--- src/rtl/pipe_pkg.sv ---
// Shared constants and helpers for the elastic pipeline-register controller.
package pipe_pkg;

  localparam int PIPE_STAGES_DEFAULT = 5;

  typedef enum int {
    ST_IF_ID  = 0,
    ST_ID_EX  = 1,
    ST_EX_MEM = 2,
    ST_MEM_WB = 3,
    ST_WB     = 4
  } pipeStage_e;

  // Increment that sticks at the all-ones value of a width-bit counter.
  function automatic logic [31:0] satInc(input logic [31:0] value, input int unsigned width);
    logic [31:0] maxVal;
    maxVal = 32'hFFFF_FFFF >> (32 - width);
    return (value == maxVal) ? value : value + 32'd1;
  endfunction

endpackage

--- src/rtl/pipe_ctrl_if.sv ---
// Upstream (fetch) and downstream (sink) handshake bundle of pipe_ctrl.
interface pipe_ctrl_if #(parameter int DATA_W = 32);

  logic              inValid;
  logic              inReady;
  logic [DATA_W-1:0] inData;
  logic              outValid;
  logic              outReady;
  logic [DATA_W-1:0] outData;

  modport master (output inValid, inData, outReady, input inReady, outValid, outData);
  modport slave  (input inValid, inData, outReady, output inReady, outValid, outData);

endinterface

--- src/rtl/pipe_stage_reg.sv ---
// One pipeline slot: a valid bit plus payload with load, kill and hold controls.
module pipe_stage_reg #(
  parameter int DATA_W = 32
) (
  input  logic              clk,
  input  logic              rst_n,
  input  logic              i_enable,
  input  logic              i_validIn,
  input  logic              i_load,
  input  logic              i_kill,
  input  logic [DATA_W-1:0] i_data,
  output logic              o_valid,
  output logic [DATA_W-1:0] o_data
);

  logic              r_valid;
  logic [DATA_W-1:0] r_data;

  // Kill overrides any load so a flushed slot is empty next cycle.
  always_ff @(posedge clk or negedge rst_n) begin
    if (!rst_n) begin
      r_valid <= 1'b0;
    end else if (i_kill) begin
      r_valid <= 1'b0;
    end else if (i_enable) begin
      r_valid <= i_validIn;
    end
  end

  always_ff @(posedge clk or negedge rst_n) begin
    if (!rst_n) begin
      r_data <= '0;
    end else if (i_load) begin
      r_data <= i_data;
    end
  end

  assign o_valid = r_valid;
  assign o_data  = r_data;

endmodule

--- src/rtl/pipe_ctrl.sv ---
// Elastic chain of pipeline registers with back-pressure, stalls, masked flush
// and saturating performance counters.
module pipe_ctrl
  import pipe_pkg::*;
#(
  parameter int STAGES = PIPE_STAGES_DEFAULT,
  parameter int DATA_W = 32,
  parameter int CNT_W  = 16
) (
  input  logic                     clk,
  input  logic                     rst_n,
  pipe_ctrl_if.slave               bus,
  input  logic [STAGES-1:0]        i_stallReq,
  input  logic                     i_flush,
  input  logic [STAGES-1:0]        i_flushMask,
  output logic [STAGES-1:0]        o_stageValid,
  output logic [STAGES*DATA_W-1:0] o_stageData,
  output logic [STAGES-1:0]        o_stageAdv,
  input  logic                     i_cntClr,
  output logic [CNT_W-1:0]         o_stallCycles,
  output logic [CNT_W-1:0]         o_flushCount,
  output logic [CNT_W-1:0]         o_bubbleCount
);

  logic [STAGES-1:0] w_valid;
  logic [STAGES-1:0] w_done;
  logic [STAGES-1:0] w_up;
  logic [STAGES-1:0] w_kill;
  logic [STAGES-1:0] w_killPrev;
  logic [STAGES:0]   w_ready;
  logic [DATA_W-1:0] w_data   [STAGES];
  logic [DATA_W-1:0] w_upData [STAGES];

  assign w_done     = w_valid & ~i_stallReq;
  assign w_kill     = {STAGES{i_flush}} & i_flushMask;
  assign w_up       = {w_done[STAGES-2:0], bus.inValid};
  assign w_killPrev = {w_kill[STAGES-2:0], 1'b0};

  // Ready ripples from the sink back to the head within the same cycle.
  always_comb begin
    w_ready         = '0;
    w_ready[STAGES] = bus.outReady;
    for (int i = STAGES - 1; i >= 0; i--) begin
      w_ready[i] = !w_valid[i] | (w_done[i] & w_ready[i+1]);
    end
  end

  assign w_upData[0] = bus.inData;

  for (genvar g = 0; g < STAGES; g++) begin : g_stage
    if (g > 0) begin : g_link
      assign w_upData[g] = w_data[g-1];
    end

    pipe_stage_reg #(.DATA_W(DATA_W)) u_stage (
      .clk      (clk),
      .rst_n    (rst_n),
      .i_enable (w_ready[g]),
      .i_validIn(w_up[g] & ~w_killPrev[g]),
      .i_load   (w_ready[g] & w_up[g]),
      .i_kill   (w_kill[g]),
      .i_data   (w_upData[g]),
      .o_valid  (w_valid[g]),
      .o_data   (w_data[g])
    );

    assign o_stageData[g*DATA_W +: DATA_W] = w_data[g];
  end

  assign o_stageValid = w_valid;
  assign o_stageAdv   = w_ready[STAGES-1:0] & w_up & ~w_kill;
  assign bus.inReady  = w_ready[0];
  assign bus.outValid = w_valid[STAGES-1] & ~w_kill[STAGES-1];
  assign bus.outData  = w_data[STAGES-1];

  logic             r_seen;
  logic [CNT_W-1:0] r_stallCycles;
  logic [CNT_W-1:0] r_flushCount;
  logic [CNT_W-1:0] r_bubbleCount;
  logic             w_stallEv;
  logic             w_flushEv;
  logic             w_bubbleEv;

  // Bubbles only count once the pipe has held something, so the cold start is ignored.
  assign w_stallEv  = bus.inValid & ~w_ready[0];
  assign w_flushEv  = i_flush & (|i_flushMask);
  assign w_bubbleEv = bus.outReady & ~bus.outValid & (r_seen | (|w_valid));

  always_ff @(posedge clk or negedge rst_n) begin
    if (!rst_n) begin
      r_seen        <= 1'b0;
      r_stallCycles <= '0;
      r_flushCount  <= '0;
      r_bubbleCount <= '0;
    end else begin
      if (|w_valid) begin
        r_seen <= 1'b1;
      end
      if (i_cntClr) begin
        r_stallCycles <= '0;
        r_flushCount  <= '0;
        r_bubbleCount <= '0;
      end else begin
        if (w_stallEv) begin
          r_stallCycles <= CNT_W'(satInc(32'(r_stallCycles), CNT_W));
        end
        if (w_flushEv) begin
          r_flushCount <= CNT_W'(satInc(32'(r_flushCount), CNT_W));
        end
        if (w_bubbleEv) begin
          r_bubbleCount <= CNT_W'(satInc(32'(r_bubbleCount), CNT_W));
        end
      end
    end
  end

  assign o_stallCycles = r_stallCycles;
  assign o_flushCount  = r_flushCount;
  assign o_bubbleCount = r_bubbleCount;

endmodule
--- src/flat_wrapper.sv ---
// flat-port wrapper written by rule: the top's interface ports become plain ports
module pipe_ctrl_flat import pipe_pkg::*;
#(
  parameter int STAGES = PIPE_STAGES_DEFAULT,
  parameter int DATA_W = 32,
  parameter int CNT_W  = 16
)
  (clk, rst_n, i_stallReq, i_flush, i_flushMask, o_stageValid, o_stageData, o_stageAdv, i_cntClr, o_stallCycles, o_flushCount, o_bubbleCount, bus_inValid, bus_inData, bus_outReady, bus_inReady, bus_outValid, bus_outData);
  pipe_ctrl_if #(.DATA_W(DATA_W)) bus_i ();
  input  logic clk;
  input  logic rst_n;
  input  logic [STAGES-1:0] i_stallReq;
  input  logic i_flush;
  input  logic [STAGES-1:0] i_flushMask;
  output logic [STAGES-1:0] o_stageValid;
  output logic [STAGES*DATA_W-1:0] o_stageData;
  output logic [STAGES-1:0] o_stageAdv;
  input  logic i_cntClr;
  output logic [CNT_W-1:0] o_stallCycles;
  output logic [CNT_W-1:0] o_flushCount;
  output logic [CNT_W-1:0] o_bubbleCount;
  input wire logic [$bits(bus_i.inValid)-1:0] bus_inValid;
  input wire logic [$bits(bus_i.inData)-1:0] bus_inData;
  input wire logic [$bits(bus_i.outReady)-1:0] bus_outReady;
  output wire logic [$bits(bus_i.inReady)-1:0] bus_inReady;
  output wire logic [$bits(bus_i.outValid)-1:0] bus_outValid;
  output wire logic [$bits(bus_i.outData)-1:0] bus_outData;
  assign bus_i.inValid = bus_inValid;
  assign bus_i.inData = bus_inData;
  assign bus_i.outReady = bus_outReady;
  assign bus_inReady = bus_i.inReady;
  assign bus_outValid = bus_i.outValid;
  assign bus_outData = bus_i.outData;
  pipe_ctrl #(.STAGES(STAGES), .DATA_W(DATA_W), .CNT_W(CNT_W)) u_core (.clk(clk), .rst_n(rst_n), .bus(bus_i), .i_stallReq(i_stallReq), .i_flush(i_flush), .i_flushMask(i_flushMask), .o_stageValid(o_stageValid), .o_stageData(o_stageData), .o_stageAdv(o_stageAdv), .i_cntClr(i_cntClr), .o_stallCycles(o_stallCycles), .o_flushCount(o_flushCount), .o_bubbleCount(o_bubbleCount));
endmodule
--- config.mk ---
export PLATFORM = sky130hd
export DESIGN_NAME = pipe_ctrl_flat
export DESIGN_NICKNAME = d
export VERILOG_FILES = /design/src/rtl/pipe_pkg.sv /design/src/rtl/pipe_ctrl_if.sv /design/src/rtl/pipe_stage_reg.sv /design/src/rtl/pipe_ctrl.sv /design/src/flat_wrapper.sv
export SDC_FILE = /design/constraint.sdc
export NUM_CORES = 1
export LEC_CHECK = 0
export BUFFER_PORTS_ARGS = -buffer_cell sky130_fd_sc_hd__buf_2
export CORE_ASPECT_RATIO = 0.6
export CORE_MARGIN = 1.5
export CORE_UTILIZATION = 51
export DETAILED_ROUTE_END_ITERATION = 10
export PLACE_DENSITY = 0.8
export SYNTH_ARGS = -nofsm -noshare
export SYNTH_HDL_FRONTEND = slang
export SYNTH_SLANG_ARGS = --single-unit
--- constraint.sdc ---
create_clock -name clk -period 2.3 [get_ports clk]
set_input_delay 0.345 -clock clk [delete_from_list [all_inputs] [get_ports clk]]
set_output_delay 0.345 -clock clk [all_outputs]
set_load 0.01 [all_outputs]
==> impl_metrics.json <==
{
  "grt.total_usage_pct": 24.0,
  "grt_pass1_vias": 6360,
  "yosys.area.top_type": "dfrtp_1",
  "tns_ns": 0,
  "start_util_pct": 53.0,
  "io-pin-count": 300,
  "reg2reg_from": "u_core.o_stallCycles[0]",
  "grt_max_degree": 73,
  "place_congestion": 0.892,
  "p_total_w": 0.0133,
  "drt_pass1_iterations": 5,
  "synthesis.area_sq_um": 9240,
  "grt_pass1_wl_mm": 35.5,
  "place_area_sq_um": 10900,
  "wl_met3_mm": 1.46,
  "cts.sink_count": 214,
  "finalHoldViolCount": 0,
  "design_area_sq_um": 11700,
  "synth_edf_count": 0,
  "rsz0062_at_grt": "false",
  "final_max_slew_viol_count": 0,
  "layout_commonest_cell": "buf_2",
  "synth_seq_cells": 214,
  "clock_path_buffers": 3,
  "max_freq_mhz": 449,
  "placement_rows": 37,
  "synthesis.nets": 764,
  "cp.arrival_ns": 1.88,
  "async_reset_ff_share_pct": 100,
  "cts_tree": "built",
  "endpoint_kind": "output pin",
  "nets": 1046,
  "path_clk_slew_ns": 0.06,
  "hp-class": "in -> reg",
  "final_layout_size_suffix_gt1_share_pct": 53.5,
  "wl_met2_mm": 11.0,
  "routed.top_layer": "met4",
  "antenna_found_initial": 0,
  "ys_warn_count": 0,
  "p_per_area_nw_per_um2": 1140,
  "crit_end": "o_stageAdv[2]",
  "setup_viol": 0,
  "rrSetupSlack_ns": 0.22,
  "path_max_fanout": 6,
  "syn_to_final_growth_pct": 26.3,
  "tightestPinTransition_ns": 0.554,
  "core_sq_um": 17500,
  "cts.root.buffer_cell": "clkbuf_16",
  "crit_start": "u_core.g_stage[2].u_stage.o_valid",
  "routed_wl_mm": 23.3,
  "min_period_ns": 2.23,
  "cp-start-kind": "flop",
  "drtIter0Drc": 477,
  "synth_flop_cell": "dfrtp_1",
  "finalWorstSetupSlack_ns": 0.0718,
  "clkLatencyLatePin_ns": 0.49,
  "wl_met1_mm": 10.3,
  "r2r_cells": 6,
  "cap_viol_max_count": 0,
  "fin_crit_sh_pct": 96.9,
  "grt-ovfl-total": 0,
  "die_y_um": 107,
  "wl_per_cell_um": 18.7,
  "mostFrequentLayoutCells": "buf_2, dfrtp_1, mux2_2, nor2_1, nand2_1",
  "die_x_um": 177,
  "critPathKind": "reg -> out",
  "rr_endpoint": "u_core.o_stallCycles[5]",
  "dieArea_sq_um": 19000,
  "drc": 0,
  "synth_cell_types": 50,
  "outcome": "finished, final reports clean",
  "vias_per_cell": 5.47,
  "ir_drop_v": 0.000723,
  "syn_area_per_cell_sq_um": 13.0,
  "antenna_left": 0,
  "hpwlAfterDp_mm": 16.3,
  "htree_levels": 1,
  "max_slew_margin_pct": 63.1,
  "ys_seq_area_share_pct": 57.9,
  "synth.top_cell.area_share_pct": 57.9,
  "required_ns": 1.96,
  "cts_buffers": 21,
  "skew_ns": 0.0145,
  "preCtsSetupSlack_ns": 0.171,
  "syn_inst": 713,
  "p_leak_nw": 5.62,
  "io_buffers": 299,
  "synth_area_leaders": "dfrtp_1, mux2_2, buf_4",
  "antenna_cells": 0,
  "num_vias": 6804
}
==> power breakdown <==
group | total (W) | switching, W | internal, W
clock | 0.00359 | 0.00144 | 0.00215
combinational | 0.00389 | 0.00194 | 0.00195
sequential | 0.00586 | 0.000945 | 0.00492
total | 0.0133 | 0.00433 | 0.00902
==> cell usage after synthesis, types with 3 or more instances <==
library cell  instances
nor3_1                5
o31ai_1               7
buf_2                11
nand3_1              15
ha_1                  3
a31oi_1               3
or3_1                12
xnor2_1              21
mux2_2              162
o21ai_0              13
or4_1                 9
dfrtp_1             214
nand4_1              11
nor2b_1               7
nor2_1               34
nor4_1               20
inv_1                10
buf_4                40
a21oi_1              27
and4_1                5
and2_1                6
and3_1                4
nand2_1              28
clkbuf_1             13
==> cells by family (layout without fill, tap and decap cells) <==
family / Yosys count / after routing / synth area share, %
AND/OR/NAND/NOR: 167 / 167 / 9.81
flip-flops: 214 / 214 / 57.9
AO/OA/AOI/OAI: 67 / 67 / 4.77
buffers and inverters: 75 / 372 / 4.90
XOR/XNOR: 22 / 22 / 2.08
multiplexers: 165 / 165 / 20.1
adder cells (fa/ha/maj): 3 / 3 / 0.406
==> sequential cells by signal, indices dropped and copies added, names as in the netlist <==
register and flops:
u_core.g_stage.u_stage.o_data 160, u_core.o_bubbleCount 16, u_core.o_flushCount 16, u_core.o_stallCycles 16
u_core.g_stage.u_stage.o_valid 5, u_core.r_seen 1
==> worst min path at each step <==
| stage | startpoint | endpoint | slack [ns] | cells after the start |
|---|---|---|---|---|
| 2_1_floorplan | rst_n | u_core.g_stage[0].u_stage.o_data[0] | 0.05 | 0 |
| 3_3_place_gp | rst_n | u_core.o_flushCount[9] | 0.36 | 1 |
| 3_5_place_dp | rst_n | u_core.o_flushCount[9] | 0.36 | 1 |
| 4_1_cts | i_flushMask[2] | u_core.g_stage[2].u_stage.o_valid | 0.03 | 2 |
| 5_1_grt | i_flushMask[2] | u_core.g_stage[2].u_stage.o_valid | 0.06 | 2 |
| 6_report | i_flushMask[2] | u_core.g_stage[2].u_stage.o_valid | 0.06 | 2 |
==> routing by layer <==
| metal | up-vias | GRT usage (%) |
|---|---|---|
| met5 | - | 0 |
| met4 | 0 | 5.27 |
| met3 | 34 | 4.77 |
| met2 | 257 | 38.8 |
| met1 | 3428 | 33.9 |
| li1 | 3085 | - |
==> stage by stage <==
stage          utilization, %  hold WS [ns]  instances
6_report                 66.9        0.0612       1244
5_1_grt                  66.9        0.0602       1244
4_1_cts                  66.7        0.0279       1240
3_5_place_dp             62.4         0.356       1201
3_3_place_gp             62.4         0.358       1201
2_1_floorplan               -        0.0494        713
==> worst max-delay path, cell delays in order, from the launching register on <==
cell,delay (ns)
dfrtp_2,0.39
and2b_2,0.18
o211ai_4,0.13
and2_4,0.20
nor3_4,0.22
and2_1,0.15
buf_2,0.12
==> layout make-up <==
cell class                      count  area (sq um)
Clock buffer                       30           629
Sequential cell                   214          5360
Timing Repair Buffer              324          1780
Tap cell                          234           293
Fill cell                        1336          5780
Clock inverter                      8           108
Inverter                           10          37.5
Multi-Input combinational cell    424          3460
==> timing repair <==
item                                    4_1_cts  5_1_grt
endpoints found under the setup margin        4        4
hold buffers                                  1        0
gates resized for setup                       1        6
hold endpoints to repair                     67        0
buffers inserted                              0        4
pin swaps                                     1        2
(Power assumes the default switching activity.)
